<file path="src/rtl/addsub_share_pkg.sv">
// Shared types for the time-shared add/sub controller: FSM states, sign-control codes,
// and the round-robin pick used by the arbiter (searches last+1, last+2, ... mod n_req).
package addsub_share_pkg;

  typedef enum logic [1:0] {
    IDLE = 2'd0,
    EXEC = 2'd1,
    RESP = 2'd2
  } state_t;

  // sign[1] negates A, sign[0] negates B
  localparam logic [1:0] ADD_AB  = 2'b00;
  localparam logic [1:0] SUB_B   = 2'b01;
  localparam logic [1:0] SUB_A   = 2'b10;
  localparam logic [1:0] NEG_SUM = 2'b11;

  localparam int MAX_REQ = 8;

  typedef struct packed {
    logic       hit;
    logic [2:0] idx;
  } pick_t;

  function automatic pick_t rr_pick(input logic [MAX_REQ-1:0] valid,
                                    input logic [2:0]         last,
                                    input int                 n_req);
    pick_t p;
    int    c;
    p = '0;
    for (int k = 1; k <= MAX_REQ; k++) begin
      c = (int'(last) + k) % n_req;
      if (k <= n_req && !p.hit && valid[3'(c)]) begin
        p.hit = 1'b1;
        p.idx = 3'(c);
      end
    end
    return p;
  endfunction

endpackage

</file>
<file path="src/rtl/signed_addsub_core.sv">
// Combinational signed add/sub with overflow detect; zero latency, no flow control.
// SATURATE_EN defined: overflowed results clamp to the signed max/min instead of wrapping.
module signed_addsub_core
  import addsub_share_pkg::*;
#(
  parameter int WIDTH = 8
) (
  input  logic [WIDTH-1:0] a,
  input  logic [WIDTH-1:0] b,
  input  logic [1:0]       sign,
  output logic [WIDTH-1:0] result,
  output logic             ovf
);

  // WIDTH+2 bits hold every sum exactly, including -(min) - (min) = 2^WIDTH
  logic signed [WIDTH+1:0] ax;
  logic signed [WIDTH+1:0] bx;
  logic signed [WIDTH+1:0] r;

  always_comb begin
    ax = {{2{a[WIDTH-1]}}, a};
    bx = {{2{b[WIDTH-1]}}, b};
    unique case (sign)
      ADD_AB:  r = ax + bx;
      SUB_B:   r = ax - bx;
      SUB_A:   r = bx - ax;
      NEG_SUM: r = -ax - bx;
      default: r = ax + bx;
    endcase
    // fits in WIDTH signed bits iff the top three bits agree
    ovf = ~((&r[WIDTH+1:WIDTH-1]) | ~(|r[WIDTH+1:WIDTH-1]));
`ifdef SATURATE_EN
    if (ovf) begin
      result = r[WIDTH+1] ? {1'b1, {(WIDTH-1){1'b0}}} : {1'b0, {(WIDTH-1){1'b1}}};
    end else begin
      result = r[WIDTH-1:0];
    end
`else
    result = r[WIDTH-1:0];
`endif
  end

endmodule

</file>
<file path="src/rtl/addsub_share_ctrl.sv">
// Round-robin share of one signed add/sub core; accept -> rsp_valid two edges later, 1 op / 3 cycles.
// At most one req_ready, only in IDLE; response fields hold until rsp_valid & rsp_ready.
module addsub_share_ctrl
  import addsub_share_pkg::*;
#(
  parameter int N_REQ = 4,
  parameter int WIDTH = 8,
  parameter int ID_W  = $clog2(N_REQ)
) (
  input  logic               clk,
  input  logic               rst,
  input  logic [N_REQ-1:0]   req_valid,
  output logic [N_REQ-1:0]   req_ready,
  input  logic [N_REQ*WIDTH-1:0] req_a,
  input  logic [N_REQ*WIDTH-1:0] req_b,
  input  logic [N_REQ*2-1:0] req_sign,
  output logic               rsp_valid,
  input  logic               rsp_ready,
  output logic [ID_W-1:0]    rsp_id,
  output logic [WIDTH-1:0]   rsp_result,
  output logic               rsp_ovf
);

  state_t            state;
  state_t            state_nxt;
  logic [ID_W-1:0]   last;
  logic [ID_W-1:0]   op_id;
  logic [WIDTH-1:0]  op_a;
  logic [WIDTH-1:0]  op_b;
  logic [1:0]        op_sign;
  logic [WIDTH-1:0]  core_result;
  logic              core_ovf;
  pick_t             pick;
  logic [ID_W-1:0]   gnt;
  logic              accept;

  always_comb begin
    pick   = rr_pick(MAX_REQ'(req_valid), 3'(last), N_REQ);
    gnt    = ID_W'(pick.idx);
    // ready is combinational, so keep it low while reset is asserted
    accept = (state == IDLE) && pick.hit && !rst;
  end

  always_ff @(posedge clk or posedge rst) begin
    if (rst) begin
      state <= IDLE;
    end else begin
      state <= state_nxt;
    end
  end

  always_comb begin
    state_nxt = state;
    unique case (state)
      IDLE:    if (accept) state_nxt = EXEC;
      EXEC:    state_nxt = RESP;
      RESP:    if (rsp_ready) state_nxt = IDLE;
      default: state_nxt = IDLE;
    endcase
  end

  always_comb begin
    req_ready = '0;
    if (accept) begin
      req_ready[gnt] = 1'b1;
    end
    rsp_valid = (state == RESP);
  end

  always_ff @(posedge clk or posedge rst) begin
    if (rst) begin
      last       <= ID_W'(N_REQ - 1);
      op_id      <= '0;
      op_a       <= '0;
      op_b       <= '0;
      op_sign    <= '0;
      rsp_result <= '0;
      rsp_ovf    <= 1'b0;
    end else begin
      if (accept) begin
        op_a    <= req_a[gnt*WIDTH +: WIDTH];
        op_b    <= req_b[gnt*WIDTH +: WIDTH];
        op_sign <= req_sign[gnt*2 +: 2];
        op_id   <= gnt;
        last    <= gnt;
      end
      if (state == EXEC) begin
        rsp_result <= core_result;
        rsp_ovf    <= core_ovf;
      end
    end
  end

  assign rsp_id = op_id;

  signed_addsub_core #(
    .WIDTH (WIDTH)
  ) u_core (
    .a      (op_a),
    .b      (op_b),
    .sign   (op_sign),
    .result (core_result),
    .ovf    (core_ovf)
  );

endmodule

</file>
<file path="config.mk">
export PLATFORM = sky130hd
export DESIGN_NAME = addsub_share_ctrl
export DESIGN_NICKNAME = d
export VERILOG_FILES = /design/src/rtl/addsub_share_pkg.sv /design/src/rtl/signed_addsub_core.sv /design/src/rtl/addsub_share_ctrl.sv
export SDC_FILE = /design/constraint.sdc
export NUM_CORES = 1
export LEC_CHECK = 0
export BUFFER_PORTS_ARGS = -buffer_cell sky130_fd_sc_hd__buf_4
export CORE_ASPECT_RATIO = 0.75
export CORE_MARGIN = 3
export CORE_UTILIZATION = 49
export DETAILED_ROUTE_END_ITERATION = 10
export MAX_ROUTING_LAYER = met4
export PLACE_DENSITY = 0.78
export SYNTH_ARGS = -nofsm -noshare
export SYNTH_HDL_FRONTEND = slang
export SYNTH_SLANG_ARGS = --single-unit
</file>
<file path="constraint.sdc">
create_clock -name clk -period 3 [get_ports clk]
set_clock_uncertainty 0.05 [all_clocks]
set_input_delay 0.6 -clock clk [delete_from_list [all_inputs] [get_ports clk]]
set_output_delay 0.6 -clock clk [all_outputs]
set_load 0.005 [all_outputs]
</file>
Word level (Yosys, flattened, before mapping)
Index checks and enable logic that the tools add are counted.
Cells by class
  equality and inequality tests: 7
  add/sub/neg operators: 9
  magnitude comparators: 6
  bitwise gates (word level): 7
  shifts and indexed selects: 3
  mux-type cells: 23
  reduce and logical (&&, ||, !) cells: 19
Operators with widths (number)
  variable part select 32 x 6 -> 8 bit: 2
  one-hot mux 10 bit (4 select lines): 1
  less-than comparator 3 x 5 -> 1 bit, second input constant: 4
  two-way mux 4 bit: 5
  subtractor 8 x 8 -> 9 bit: 2
  binary-select mux 1 bit (select 3 bit): 4
  negation 8 -> 10 bit: 1
  subtractor 10 x 8 -> 10 bit: 1
  adder 8 x 8 -> 9 bit: 1
  two-way mux 1 bit: 9
  OR reduction 2 bit: 4
  variable part select 8 x 4 -> 2 bit: 1
  == test 2 bit, second input constant: 3
  logical AND 1 bit: 6
  one-hot mux 2 bit (3 select lines): 1
  adder 2 x 1 -> 2 bit, second input constant: 2
  adder 2 bit, second input constant: 2
  AND 1 bit, first input constant: 4
  == test 2 x 1 -> 1 bit, second input constant: 2
  logical NOT 1 bit: 4
  logical NOT 2 bit: 2
  two-way mux 2 bit: 2
  less-than comparator 2 x 3 -> 1 bit, second input constant: 1
  AND reduction 3 bit: 1
  other kinds (8): 9
Storage, ports and cells
  word-level logic and storage cells: 82
  register bits after elaboration: 33
  input bits: 79
  output and inout port bits: 16

Longest topological paths before layout
  depth in word-level cells: 21
  depth in mapped cells: 12
  mapped depth without buffers: 11

Hierarchy
Synthesis repeated with hierarchy kept, for this count alone.
Second synthesis, totals
  cell total of the unflattened synthesis: 446
  area total of the unflattened synthesis: 3739.8 sq um
Modules (own cells, without submodules)
  addsub_share_ctrl: sequential area each 828.3 sq um, cells each 216, area an instance 1990.7 sq um, instances 1
  signed_addsub_core: sequential area each 0.0 sq um, cells each 230, area an instance 1749.2 sq um, instances 1

Worst setup path after synthesis
No wires, ideal clock.
  path type: flip-flop to flip-flop
  start: register op_a[1]
  end: register rsp_ovf
  required time: 2868 ps
  data arrival time: 2929 ps
  slack: -61 ps
  clock period less this slack: 3061 ps
  setup time: 82 ps
  cell stages (with the launch flop): 12
  buffers on the path: 0
  cell sequence: dfrtp_1 > inv_1 > ha_1 > nand2_1 > fa_1 > nor2b_1 > o221ai_1 > a21o_1 > and3_1 > o31a_1 > or4_1 > a31oi_1
On the way
  word-level cells in the longest chain between the ends: 7
  elaborated cells on any way between the ends: 11
  those cells by class: add/sub: 5; mux: 1; bitwise: 3; reduce/logical: 2
Ends and longest elaborated chain
  start, declared: line addsub_share_ctrl.sv:28  | logic [WIDTH-1:0] op_a;
  start signal, assigned: line addsub_share_ctrl.sv:81  | op_a <= req_a[gnt*WIDTH +: WIDTH];
  negation 8 -> 10 bit: line signed_addsub_core.sv:27  | NEG_SUM: r = -ax - bx;
  subtractor 10 x 8 -> 10 bit: line signed_addsub_core.sv:27
  one-hot mux 10 bit (4 select lines) *: line signed_addsub_core.sv:23  | unique case (sign)
  OR reduction 3 bit: line signed_addsub_core.sv:31  | ovf = ~((&r[WIDTH+1:WIDTH-1]) | ~(|r[WIDTH+1:WIDTH-1]));
  NOT 1 bit: line signed_addsub_core.sv:31
  bitwise OR 1 bit *: line signed_addsub_core.sv:31
  NOT 1 bit *: line signed_addsub_core.sv:31
  end signal, assigned: line addsub_share_ctrl.sv:89  | rsp_ovf <= core_ovf;
  end, declared: line addsub_share_ctrl.sv:21  | output logic rsp_ovf
Every way passes the cells marked *; elsewhere a longest branch is shown, timed or not.
A chain may end at the register's enable or synchronous reset.

Worst setup path after layout
  start: register op_b[1]
  end: register rsp_ovf
On the way
  word-level cells in the longest chain between the ends: 6
  elaborated cells on any way between the ends: 10
  those cells by class: add/sub: 4; mux: 1; bitwise: 3; reduce/logical: 2
Ends and longest elaborated chain
  start, declared: line addsub_share_ctrl.sv:29  | logic [WIDTH-1:0] op_b;
  start signal, assigned: line addsub_share_ctrl.sv:82  | op_b <= req_b[gnt*WIDTH +: WIDTH];
  subtractor 10 x 8 -> 10 bit (tied with other cells): line signed_addsub_core.sv:27
  one-hot mux 10 bit (4 select lines) *: line signed_addsub_core.sv:23
  OR reduction 3 bit: line signed_addsub_core.sv:31
  NOT 1 bit: line signed_addsub_core.sv:31
  bitwise OR 1 bit *: line signed_addsub_core.sv:31
  NOT 1 bit *: line signed_addsub_core.sv:31
Marks and branches as above.

==> results_dict.tcl <==
set metrics [dict create \
    status "complete, but fails checks" \
    violations "design-rule violations" \
    reg2reg_depth 10 \
    worst_setup_path_end_kind "flip-flop" \
    cts-root-buf "clkbuf_8" \
    place_congestion 0.948 \
    synth_top_cell_by_area "dfrtp_1" \
    timing.fmax_ghz 0.336 \
    hold_viol 0 \
    ant_nets 0 \
    vias_per_cell 5.33 \
    cts_buffers 5 \
    antenna_found_initial 0 \
    clock_tree.buffer_depth 2 \
    hold_end "rsp_result[1]" \
    critPathLaunchType "flip-flop" \
    rsz0062_at_grt "true" \
    rows 26 \
    drt_iter0_markers 225 \
    r2r-start "op_b[1]" \
    stdcell_count 685 \
    grt.overflow.total 0 \
    fin_crit_sh_pct 99.1 \
    wl_per_cell_um 15.4 \
    vdd_ir_drop_max_mv 0.406 \
    syn_avg_cell_area_um2 7.37 \
    reg2reg_setup_slack_ps 30 \
    min_period_ps 2970 \
    die_area_mm2 0.00826 \
    setup_violations 0 \
    hold_buffers 0 \
    dp_cells 670 \
    slowest_delay_ps 480 \
    grt_max_degree 37 \
    clock-sinks 33 \
    ioPinCount 95 \
    r2r-end "rsp_ovf" \
    synth_ff_type "dfrtp_1" \
    initial_core_util_pct 51.1 \
    port_buffers 94 \
    power_density_mw_per_mm2 1250 \
    drv_cap 0 \
    synth-edff-count 0 \
    synthArstFlopShare_pct 100 \
    ys_seq_area_share_pct 23.5 \
    cts_htree_levels 2 \
    dp_hpwl_mm 8.58 \
    yosys-top-cells-area "dfrtp_1 (22%), ha_1 (14%), nand2_1 (12%)" \
    track_usage_pct 25.8 \
    worstMarginPinSlew_ps 885 \
    clk_pin_slew_ps 70 \
    synth_area_mm2 0.00352 \
    ys_seq_elements 33 \
    cts_tree "done" \
    crit_required_ps 3150 \
    yosysTopAreaCellShare_pct 22.0 \
    holdPathStages 2 \
    hp-class "flip-flop to flip-flop" \
    slowest_stage "or4_1" \
    yosysUniqueCellTypes 55 \
    hp-start "rsp_result[1]" \
    grt_pass1_wl_mm 16.8 \
    finalWirelength_mm 10.5 \
    final_cell_mix "buf_4 (129), nand2_1 (110), ha_1 (35), o21ai_0 (33), dfrtp_1 (30)" \
    syn-num-nets 600 \
    drive_gt1_share_pct 27.8 \
    clkLatencyLatePin_ps 280 \
    grt_pass1_vias 3387 \
    final_common_cell "buf_4" \
    antenna_cells 0 \
    drt_first_pass_iters 9 \
    path_max_fanout 3 \
    ys.warnings.count 0 \
    hold_ws_ps 428 \
    p_leak_nw 2.29 \
    core-area_mm2 0.00690 \
    fp.dieH_um 79.5 \
    crit_chain "ha_4 -> nand2_4 -> fa_2 -> nor2b_4 -> o221ai_2 -> a21o_1 -> and3_4 -> o31a_1 -> or4_1 -> a31oi_1" \
    cp.arrival_ps 3130 \
    die_w_um 104 \
    timing.slew.headroom_pct 40.9 \
    post-route-drc-count 2 \
    synthCells 478 \
    slew_viol_final 0 \
    final_nets 708 \
    syn_to_final_growth_pct 32.7 \
    critPathKind "flip-flop to flip-flop" \
    vias 3654 \
]
[report_power, final]
group | total [mW] | switching, mW | internal, mW
clock | 0.329 | 0.169 | 0.160
sequential | 0.870 | 0.195 | 0.676
combinational | 4.67 | 2.56 | 2.11
total | 5.87 | 2.92 | 2.94
[kinds of logic after synthesis]
| group | synth area share, % |
|---|---|
| adder cells (fa/ha/maj) | 16.1 |
| multiplexers | 2.17 |
| XOR/XNOR | 3.23 |
| AND/OR/NAND/NOR | 26.1 |
| flip-flops | 23.5 |
| AO/OA/AOI/OAI | 22.1 |
| buffers and inverters | 6.74 |
[sequential cells by signal (all words and copies together) (netlist names)]
signal and cells:
last 2, op_sign 2, rsp_result 8, state 2
op_b 8, op_a 8, rsp_ovf 1, rsp_id 2
[what timing repair did]
item | CTS | global route
setup buffers | 2 | 5
pin swaps | 0 | 7
resized for setup | 1 | 19
setup endpoints to repair | 1 | 2
[area by class of cell]
type | count | area [µm²]
well taps | 98 | 123
clock inverters | 3 | 17.5
fillers | 597 | 2220
flip-flops and latches | 33 | 830
inverters | 33 | 124
clock buffers | 5 | 68.8
multi-input cells | 384 | 2540
repair buffers | 129 | 968
[metrics by stage]
stage / util [%] / worst slack (ps) / instance area, µm² / setup TNS, ps / total power [mW]
final: 67.8 / 26.2 / 4680 / 0 / 5.87
after global routing: 67.8 / -72.8 / 4680 / -72.8 / 6.43
after CTS: 66.1 / 5.32 / 4560 / 0 / 5.56
after detailed placement: 64.6 / -7.86 / 4460 / -7.86 / 5.18
after global placement: 64.6 / 52.5 / 4460 / 0 / 5.13
after floorplan: - / 10.3 / 3530 / 0 / 3.84
[worst max path at each step]
stage / cells after the start / from / end / slack (ps)
global placement: 11 / op_b[2] / rsp_ovf / 50
finish: 10 / op_b[1] / rsp_ovf / 30
detailed placement: 11 / op_b[2] / rsp_ovf / -8
floorplan: 12 / op_a[2] / rsp_ovf / 10
CTS: 11 / op_a[0] / rsp_ovf / 5
global route: 10 / op_b[1] / rsp_ovf / -70
[layer usage]
metal / wire length, µm / track usage [%] / up-vias
met5: 0 / - / -
met4: 55 / 3.05 / 0
li1: - / - / 1856
met2: 4270 / 35.7 / 149
met3: 964 / 6.14 / 6
met1: 5240 / 38.9 / 1643
[cells in the mapped netlist, drive strengths merged (2+ instances only)]
library cell  number
clkbuf            23
nand3             23
or2                2
a21o               6
a211oi             3
nor2b              8
xnor2              7
and2               2
buf                5
a21oi             20
nor2              18
a31oi              5
ha                39
or3                2
o21bai             3
nor4               4
nor3               8
o21a               3
o22ai              3
o2111ai            3
mux2i              2
inv               32
xor2               6
o41ai              2
nor3b              3
o21ai             35
dfrtp             31
a22o               3
a311oi             2
o31ai              2
mux4               2
o211ai            20
nand2            111
a221oi             3
and3               4
fa                 4
nand2b            12
dfstp              2
[worst max-delay path: cells and delay by family, from the launching register on]
family | cells | cell delay (ps)
DFF | 1 | 440
AOI/OAI and AO/OA | 4 | 840
adders and majority gates | 2 | 720
and+or+nand+nor | 4 | 840
Note: power is estimated with default switching activity, not from simulation.
